**config.mk**
```make
export PLATFORM = sky130hd
export DESIGN_NAME = vga_timing_gen
export DESIGN_NICKNAME = d
export VERILOG_FILES = /design/src/rtl/vga_timing_gen_pkg.sv /design/src/rtl/sync_delay_line.sv /design/src/rtl/vga_timing_gen.sv
export SDC_FILE = /design/constraint.sdc
export NUM_CORES = 1
export LEC_CHECK = 0
export ABC_AREA = 1
export BUFFER_PORTS_ARGS = -buffer_cell sky130_fd_sc_hd__buf_4
export CORE_MARGIN = 2
export CORE_UTILIZATION = 50
export CTS_CLUSTER_SIZE = 8
export DETAILED_ROUTE_END_ITERATION = 8
export GPL_TIMING_DRIVEN = 0
export PLACE_DENSITY = 0.7
export SLEW_MARGIN = 15
export SYNTH_ARGS = -nofsm -noshare
export SYNTH_HDL_FRONTEND = slang
export SYNTH_SLANG_ARGS = --single-unit
```
**constraint.sdc**
```tcl
create_clock -name clk -period 1.9 [get_ports clk]
set_input_delay 0.38 -clock clk [delete_from_list [all_inputs] [get_ports clk]]
set_output_delay 0.38 -clock clk [all_outputs]
set_load 0.005 [all_outputs]
```
**src/rtl/vga_timing_gen_pkg.sv**
```systemverilog
`default_nettype none
// +----------------------------------------------------------------------------+
// | Module      : vga_pkg                                                      |
// | Description : Shared 640x480 raster timing constants, sync polarity,       |
// |               renderer cell sizes and a sync-level helper.                 |
// | Revision    : 1.0 - initial release                                        |
// +----------------------------------------------------------------------------+
package vga_pkg;

  // Screen coordinate as carried on x/y and by the internal counters.
  typedef logic [9:0] coord_t;

  // Horizontal timing, in pixels.
  localparam int c_H_ACTIVE = 640;
  localparam int c_H_FP     = 16;
  localparam int c_H_SYNC   = 96;
  localparam int c_H_BP     = 48;
  localparam int c_H_TOTAL  = c_H_ACTIVE + c_H_FP + c_H_SYNC + c_H_BP;

  // Vertical timing, in lines.
  localparam int c_V_ACTIVE = 480;
  localparam int c_V_FP     = 10;
  localparam int c_V_SYNC   = 2;
  localparam int c_V_BP     = 33;
  localparam int c_V_TOTAL  = c_V_ACTIVE + c_V_FP + c_V_SYNC + c_V_BP;

  // Sync pulses are active-low for this mode.
  localparam bit c_SYNC_POL = 1'b0;

  // Renderer cell geometry.
  localparam int c_WIDE = 213;
  localparam int c_HIGH = 160;

  // Drive level of a sync line: the polarity when active, its inverse otherwise.
  function automatic logic sync_level(input logic active, input logic pol);
    return active ? pol : ~pol;
  endfunction

endpackage
`default_nettype wire

```
**src/rtl/sync_delay_line.sv**
```systemverilog
`default_nettype none
// +----------------------------------------------------------------------------+
// | Module      : sync_delay_line                                              |
// | Description : DEPTH-stage single-bit shift register with async reset of    |
// |               every stage to RST_VAL.                                      |
// | Revision    : 1.0 - initial release                                        |
// +----------------------------------------------------------------------------+
module sync_delay_line #(
  parameter int DEPTH   = 2,
  parameter bit RST_VAL = 1'b1
) (
  input  logic clk,
  input  logic rst,
  input  logic i_d,
  output logic o_q
);

  generate
    if (DEPTH <= 1) begin : g_single
      logic r_q;

      // Single output flop.
      always_ff @(posedge clk or posedge rst) begin
        if (rst) r_q <= RST_VAL;
        else     r_q <= i_d;
      end

      assign o_q = r_q;
    end else begin : g_shift
      logic [DEPTH-1:0] r_sr;

      // Shift towards the MSB; the MSB is the oldest sample.
      always_ff @(posedge clk or posedge rst) begin
        if (rst) r_sr <= {DEPTH{RST_VAL}};
        else     r_sr <= {r_sr[DEPTH-2:0], i_d};
      end

      assign o_q = r_sr[DEPTH-1];
    end
  endgenerate

endmodule
`default_nettype wire

```
**src/rtl/vga_timing_gen.sv**
```systemverilog
`default_nettype none
// +----------------------------------------------------------------------------+
// | Module      : vga_timing_gen                                               |
// | Description : Raster timing generator: pixel-rate divider, h/v counters,   |
// |               registered x/y/en, line/frame pulses and delayed syncs.      |
// | Revision    : 1.0 - initial release                                        |
// +----------------------------------------------------------------------------+
module vga_timing_gen
  import vga_pkg::*;
#(
  parameter int CLK_DIV    = 4,
  parameter int H_ACTIVE   = c_H_ACTIVE,
  parameter int H_FP       = c_H_FP,
  parameter int H_SYNC     = c_H_SYNC,
  parameter int H_BP       = c_H_BP,
  parameter int V_ACTIVE   = c_V_ACTIVE,
  parameter int V_FP       = c_V_FP,
  parameter int V_SYNC     = c_V_SYNC,
  parameter int V_BP       = c_V_BP,
  parameter bit SYNC_POL   = c_SYNC_POL,
  parameter int SYNC_DELAY = 2
) (
  input  logic       clk,
  input  logic       reset,
  output logic [9:0] x,
  output logic [9:0] y,
  output logic       en,
  output logic       hsync,
  output logic       vsync,
  output logic       pixel_tick,
  output logic       line_start,
  output logic       frame_start
);

  localparam int c_DIV_W = (CLK_DIV > 1) ? $clog2(CLK_DIV) : 1;
  localparam logic [c_DIV_W-1:0] c_DIV_MAX = c_DIV_W'(CLK_DIV - 1);
  localparam logic [c_DIV_W-1:0] c_DIV_ONE = c_DIV_W'(1);

  localparam coord_t c_H_ACT   = 10'(H_ACTIVE);
  localparam coord_t c_H_MAX   = 10'(H_ACTIVE + H_FP + H_SYNC + H_BP - 1);
  localparam coord_t c_HS_BEG  = 10'(H_ACTIVE + H_FP);
  localparam coord_t c_HS_END  = 10'(H_ACTIVE + H_FP + H_SYNC);
  localparam coord_t c_V_ACT   = 10'(V_ACTIVE);
  localparam coord_t c_V_MAX   = 10'(V_ACTIVE + V_FP + V_SYNC + V_BP - 1);
  localparam coord_t c_VS_BEG  = 10'(V_ACTIVE + V_FP);
  localparam coord_t c_VS_END  = 10'(V_ACTIVE + V_FP + V_SYNC);
  localparam coord_t c_ONE     = 10'd1;

  // The sync delay is counted from x/y. With no extra delay one flop is
  // still kept so hsync/vsync remain registered outputs.
  localparam int c_SYNC_STAGES = (SYNC_DELAY == 0) ? 1 : SYNC_DELAY;

  logic [c_DIV_W-1:0] r_div_cnt;
  logic [c_DIV_W-1:0] w_div_next;
  logic               r_tick;
  coord_t             r_h_cnt;
  coord_t             r_v_cnt;
  coord_t             r_x;
  coord_t             r_y;
  logic               r_en;
  logic               r_line_start;
  logic               r_frame_start;
  logic               w_hs_raw;
  logic               w_vs_raw;

  assign w_div_next = (r_div_cnt == c_DIV_MAX) ? '0 : (r_div_cnt + c_DIV_ONE);

  // Clock divider; the tick flop is set for the clk in which div_cnt is at its last count.
  always_ff @(posedge clk or posedge reset) begin
    if (reset) begin
      r_div_cnt <= '0;
      r_tick    <= 1'b0;
    end else begin
      r_div_cnt <= w_div_next;
      r_tick    <= (w_div_next == c_DIV_MAX);
    end
  end

  // On each tick: publish the current counters as x/y/en, then advance them.
  always_ff @(posedge clk or posedge reset) begin
    if (reset) begin
      r_h_cnt       <= '0;
      r_v_cnt       <= '0;
      r_x           <= '0;
      r_y           <= '0;
      r_en          <= 1'b0;
      r_line_start  <= 1'b0;
      r_frame_start <= 1'b0;
    end else if (r_tick) begin
      r_x           <= r_h_cnt;
      r_y           <= r_v_cnt;
      r_en          <= (r_h_cnt < c_H_ACT) && (r_v_cnt < c_V_ACT);
      r_line_start  <= (r_h_cnt == '0);
      r_frame_start <= (r_h_cnt == '0) && (r_v_cnt == '0);
      if (r_h_cnt == c_H_MAX) begin
        r_h_cnt <= '0;
        r_v_cnt <= (r_v_cnt == c_V_MAX) ? '0 : (r_v_cnt + c_ONE);
      end else begin
        r_h_cnt <= r_h_cnt + c_ONE;
      end
    end else begin
      r_line_start  <= 1'b0;
      r_frame_start <= 1'b0;
    end
  end

  // Sync windows are decoded from the published coordinates, so the delay
  // line lines them up with the renderer's colour pipeline behind x/y.
  assign w_hs_raw = sync_level((r_x >= c_HS_BEG) && (r_x < c_HS_END), SYNC_POL);
  assign w_vs_raw = sync_level((r_y >= c_VS_BEG) && (r_y < c_VS_END), SYNC_POL);

  sync_delay_line #(
    .DEPTH   (c_SYNC_STAGES),
    .RST_VAL (~SYNC_POL)
  ) u_hs_dly (
    .clk (clk),
    .rst (reset),
    .i_d (w_hs_raw),
    .o_q (hsync)
  );

  sync_delay_line #(
    .DEPTH   (c_SYNC_STAGES),
    .RST_VAL (~SYNC_POL)
  ) u_vs_dly (
    .clk (clk),
    .rst (reset),
    .i_d (w_vs_raw),
    .o_q (vsync)
  );

  assign x           = r_x;
  assign y           = r_y;
  assign en          = r_en;
  assign pixel_tick  = r_tick;
  assign line_start  = r_line_start;
  assign frame_start = r_frame_start;

endmodule
`default_nettype wire

```
# Word-level counts from Yosys, hierarchy flattened
# Index checks and enable logic that the tools add are counted.
[classes]
muxes = 7
n_eq_ne = 4
magnitude_cmp = 6
addsub = 3
reduce_logical = 7
[op_table]
columns = ["cell", "n"]
rows = [
  ["adder 10 x 1 -> 10 bit, second input constant", 2],
  ["equality test 10 bit, second input constant", 2],
  ["logical NOT 10 bit", 2],
  ["< comparator 10 bit, second input constant", 2],
  ["< comparator 10 x 9 -> 1 bit, second input constant", 2],
  ["2-to-1 mux 10 bit", 2],
  ["greater-or-equal comparator 10 bit, second input constant", 1],
  ["greater-or-equal comparator 10 x 9 -> 1 bit, second input constant", 1],
  ["equality test 2 bit, second input constant", 2],
  ["logical AND 1 bit", 4],
  ["2-to-1 mux 1 bit", 4],
  ["adder 2 x 1 -> 2 bit, second input constant", 1],
  ["2-to-1 mux 2 bit", 1],
  ["AND reduction 2 bit", 1],
]
[word_totals]
elab_cells = 38
output_inout_bits = 26
regBits = 50
input_bits = 2

# Longest topological paths before layout
[logic_depth]
word_depth = 3
ltp_mapped = 8
depth_no_buf = 8

# Cells and area by module
# From an unflattened synthesis, not the netlist that was laid out.
[unflattened]
hier_cells = 277
hier_area_um2 = 2341.0
[by_module_without_submodules]
columns = ["mod", "instances", "area_per_inst_um2", "cells_each", "seq_area_each_um2"]
rows = [
  ["vga_timing_gen", 1, 2228.4, 271, 1151.1],
  ["sync_delay_line", 2, 56.3, 3, 52.6],
]

# Least setup slack after synthesis
# OpenSTA, ideal clock, no wires.
[synth_timing]
path_type = "flip-flop to flip-flop"
from = "register r_h_cnt[0]"
to = "register r_v_cnt[5]"
slack_ns = 0.691
setup_time_ns = 0.123
required_time_ns = 1.777
arrival_ns = 1.086
path_buffers = 1
path_stages_with_launch = 8
cell_sequence = "dfrtp_1 > ha_1 > nand2_2 > nor2_4 > nand3_4 > buf_6 > nand2_2 > o21ai_1"
[synth_between]
elab_chain_cells = 2
[synth_lines]
columns = ["element", "line_no", "text"]
rows = [
  ["start, declared", "vga_timing_gen.sv:56", "coord_t r_h_cnt;"],
  ["start signal, assigned", "vga_timing_gen.sv:99", "r_h_cnt <= r_h_cnt + c_ONE;"],
  ["equality test 10 bit", "vga_timing_gen.sv:95", "if (r_h_cnt == c_H_MAX) begin"],
  ["AND reduction 2 bit (no source line)", "-", ""],
  ["end signal, assigned", "vga_timing_gen.sv:97", "r_v_cnt <= (r_v_cnt == c_V_MAX) ? '0 : (r_v_cnt + c_ONE);"],
  ["end, declared", "vga_timing_gen.sv:57", "coord_t r_v_cnt;"],
]
# Every way passes these cells.
# A chain may end at the register's enable or synchronous reset.

# Worst setup path in the final report
# Same ends and word-level chain as after synthesis.

==> results summary <==
The worst setup path is of the register to register kind. The depth of the CTS H-tree is 2. The maximum net fanout on the critical path is 10. The total via count in the routed design came out at 1,774. The number of antenna violations at the first check in global routing came out at 0. The worst reg2reg path depth came out at 7. The number of inserted filler cells in the final layout is approximately 380. The maximum achievable frequency is around 740 MHz. The clock net in this run drives a total of 50 sinks. The cell that appears most often on the critical path is nand2_2. The buffer levels on the longest clock path came out at 2. The worst pin sits at a relative slew slack of a little under three fifths. For the pin with the worst max-slew slack, the measured transition is ~0.67 ns. In the post-synthesis netlist, the cell with the most instances is nand2_1. Across the run, the number of max-cap violations was 0.

The pin count of the biggest net entering global routing came out at 31. Clock skew on the completed layout was measured at 0.00664 ns. The Yosys warning count is 0. Relative to the synthesized area, the layout overhead comes to 16.4%. After global routing the overflow that remains totals 0. The overall die area is 5270 um2.

The final cell area excluding filler cells came out at between 2000 and 3000 um2. The post-layout total power came out at 1.72 mW. The worst setup slack after layout is 0.546 ns. In the synthesized netlist, the cells that appear most often are 82 x nand2_1, 46 x dfrtp_1, 38 x inv_1. The number of setup violations in the final report came out at 0. The worst path required time came out at 2.09 ns. The final net count is 315. In this run the static leakage power is 1.41 nW.

Tracing the worst setup path back leads to its startpoint at r_h_cnt[0]. The flow ran to the end, and the final reports show no timing, DRC or antenna violations. The number of port buffers is 27. The worst setup path is launched from a register. The post-route minimum period is about 1.4 ns. Timing analysis after detailed placement gives a worst setup slack of ~0.56 ns. Setup repair after global routing left no endpoint under its margin. The post-CTS setup buffer count came out at 0.

After clock tree synthesis, the clock-pin slew on the worst setup and hold paths is around 0.09 ns. On the worst path, the slowest cell contributes a delay of 0.39 ns. After detailed routing, the average wire length per cell comes to 12.2 um. In this run the count of I/O pins placed on the die edge is 28.

The synthesized net count is 280. The sequential element share of the synthesized area came out at 53.4%. TritonCTS created 5 clock buffers. The number of buffers and inverters on the critical path is 1. Power spread over the standard cell area amounts to roughly 630 nW/um2.

The number of synthesized flops with an enable pin is 0. The overall track demand over capacity in global routing is a little under a fifth. The fraction of the cycle the final worst path needs is a little under three quarters.

The cell count after synthesis came out at 272. The number of max-slew violations in the final report is 0. The number of storage elements in the synthesis netlist came out at 50.

The number of global-route vias before repair came out at roughly 1,700. The number of antenna-violating nets in the routed design is 0. The count of endpoints failing hold in the final timing report came out at 0. Detailed placement finished with a half-perimeter wire length of 3230 um. Dividing the synthesized area by the synthesized cell count gives ~8.6 um2. The largest individual stage delay along the critical path comes from the cell dfrtp_1. Broken down by cell family, the worst path's largest delay share belongs to simple AND/OR/NAND/NOR gates. The vertical die dimension is between 70 and 80 um. The floorplan core area came out at between 4000 and 5000 um2. The worst setup path is captured at a register. The commonest register cell after synthesis is dfrtp_1. The via density per instance is about 4.9. The die is 72.6 um wide. The top cell type by area accounts for 49.0% of the synthesized area. Cells with a size suffix above 1 make up approximately 20% of the layout.

In this run the worst hold path is classified as input port to async pin. Yosys attributes the largest share of cell area to dfrtp_1 49%, nand2_1 13%, inv_1 6.1%. The startpoint of the worst-slack reg-to-reg timing path is r_h_cnt[0]. The worst supply voltage drop on vdd is 268 uV. The number of gates resized after cts came out at 0.

The arrival time of the worst setup path came out at 1.55 ns. The first detailed-routing pass took 4 iterations. The first global-routing pass estimated 7670 um of wire.

The fraction of registers with async set or reset after synthesis is 100%. The post-synthesis cell area is ~2400 um2. The DRC violation count after routing is 0. The number of design-rule violations left by the first detailed-router iteration came out at 86. The clock insertion delay at the later pin of the skew report came out at 0.31 ns.

The post-layout utilization of the core is 61.6%. Final hold analysis gives a worst-case slack of 0.175 ns. Once placement finished, the instance area stood at 2650 um2. The critical path crosses 7 cells after its start point. The final antenna diode count is 0.

The tree is rooted in a clkbuf_8. The initial utilization of the core area, before any placement, comes to 52.9%. The detailed-route wire length is 4380 um. The congestion estimate from routability-driven global placement came to around 0.85. The count of standard-cell rows came out at 24. The critical path goes through ha_1 > nand2_2 > nor2_4 > nand3_4 > buf_6 > nand2_2 > o21ai_1. The clock tree from TritonCTS is built. The number of different library cells in the post-synthesis netlist came out at 28.

The leading area contributor after synthesis is dfrtp_1. The quantity of hold-fixing buffers added after cts came out at 0.
==> layout make-up <==
cell class | count | area (um2) | area share, %
tap | 52 | 65.1 | 2.38
clock buffer | 7 | 86.3 | 3.15
buffer | 8 | 48.8 | 1.78
multi-input combinational | 175 | 900 | 32.9
timing repair buffer | 28 | 230 | 8.41
sequential | 50 | 1260 | 45.9
clock inverter | 1 | 5.00 | 0.183
inverter | 39 | 146 | 5.35
==> layer usage <==
metal	GRT usage, %	wire length [um]	vias to the layer above
met3	5.39	256	7
met5	0	0	-
li1	-	-	911
met2	28.0	1880	42
met1	26.5	2170	814
met4	7.82	78	0
==> state kept, by name (all words and copies together) (netlist names) <==
| signal | count |
|---|---|
| en | 1 |
| frame_start | 1 |
| line_start | 1 |
| pixel_tick | 1 |
| r_div_cnt | 2 |
| r_h_cnt | 10 |
| r_v_cnt | 10 |
| u_hs_dly.g_shift.r_sr | 2 |
| u_vs_dly.g_shift.r_sr | 2 |
| x | 10 |
| y | 10 |
==> placed cells by master, fill, tap and decap left out, types with 2 or more instances in the layout <==
cell type / count
nand4_1: 5
xor2_1: 8
o21ai_0: 17
inv_1: 37
nand3_1: 11
clkbuf_8: 6
inv_2: 2
a21oi_1: 2
dfstp_2: 4
nor3_1: 2
nor4_1: 2
nand2_2: 5
nand2_1: 82
o21ai_1: 4
dfrtp_1: 46
nor2_2: 3
buf_2: 3
nor2_1: 17
ha_1: 6
or2_2: 2
buf_4: 29
clkbuf_1: 3
nor2_4: 4
==> worst paths after layout <==
check | end | slack (ns)
min in group clk | u_hs_dly.g_shift.r_sr[1] | 0.36
worst min register to register | u_hs_dly.g_shift.r_sr[1] | 0.36
worst max-delay path | r_v_cnt[5] | 0.55
worst max register to register | r_v_cnt[5] | 0.55
max in group asynchronous | r_v_cnt[8] | 1.20
worst min-delay path | r_div_cnt[0] | 0.17
==> where the power goes <==
part	switching [mW]	internal [mW]	total (mW)
sequential	0	1.06	1.06
combinational	0.0212	0.00722	0.0284
clock	0.339	0.294	0.633
==> logic make-up (layout without fill, tap and decap cells) <==
| family | after synthesis | count (layout) | share of synthesized area, % |
|---|---|---|---|
| compound gates | 24 | 24 | 5.22 |
| simple gates | 136 | 136 | 26.5 |
| xor+xnor | 9 | 9 | 3.35 |
| flops | 50 | 50 | 53.4 |
| buf+inv | 47 | 83 | 8.30 |
| fa+ha+maj | 6 | 6 | 3.19 |
==> metrics by stage <==
stage	TNS, ns	std cells
floorplan	0	272
global placement	-16.96	351
detailed placement	0	352
CTS	0	360
global route	0	360
finish	0	360
Note: power is estimated with default switching activity, not from simulation.
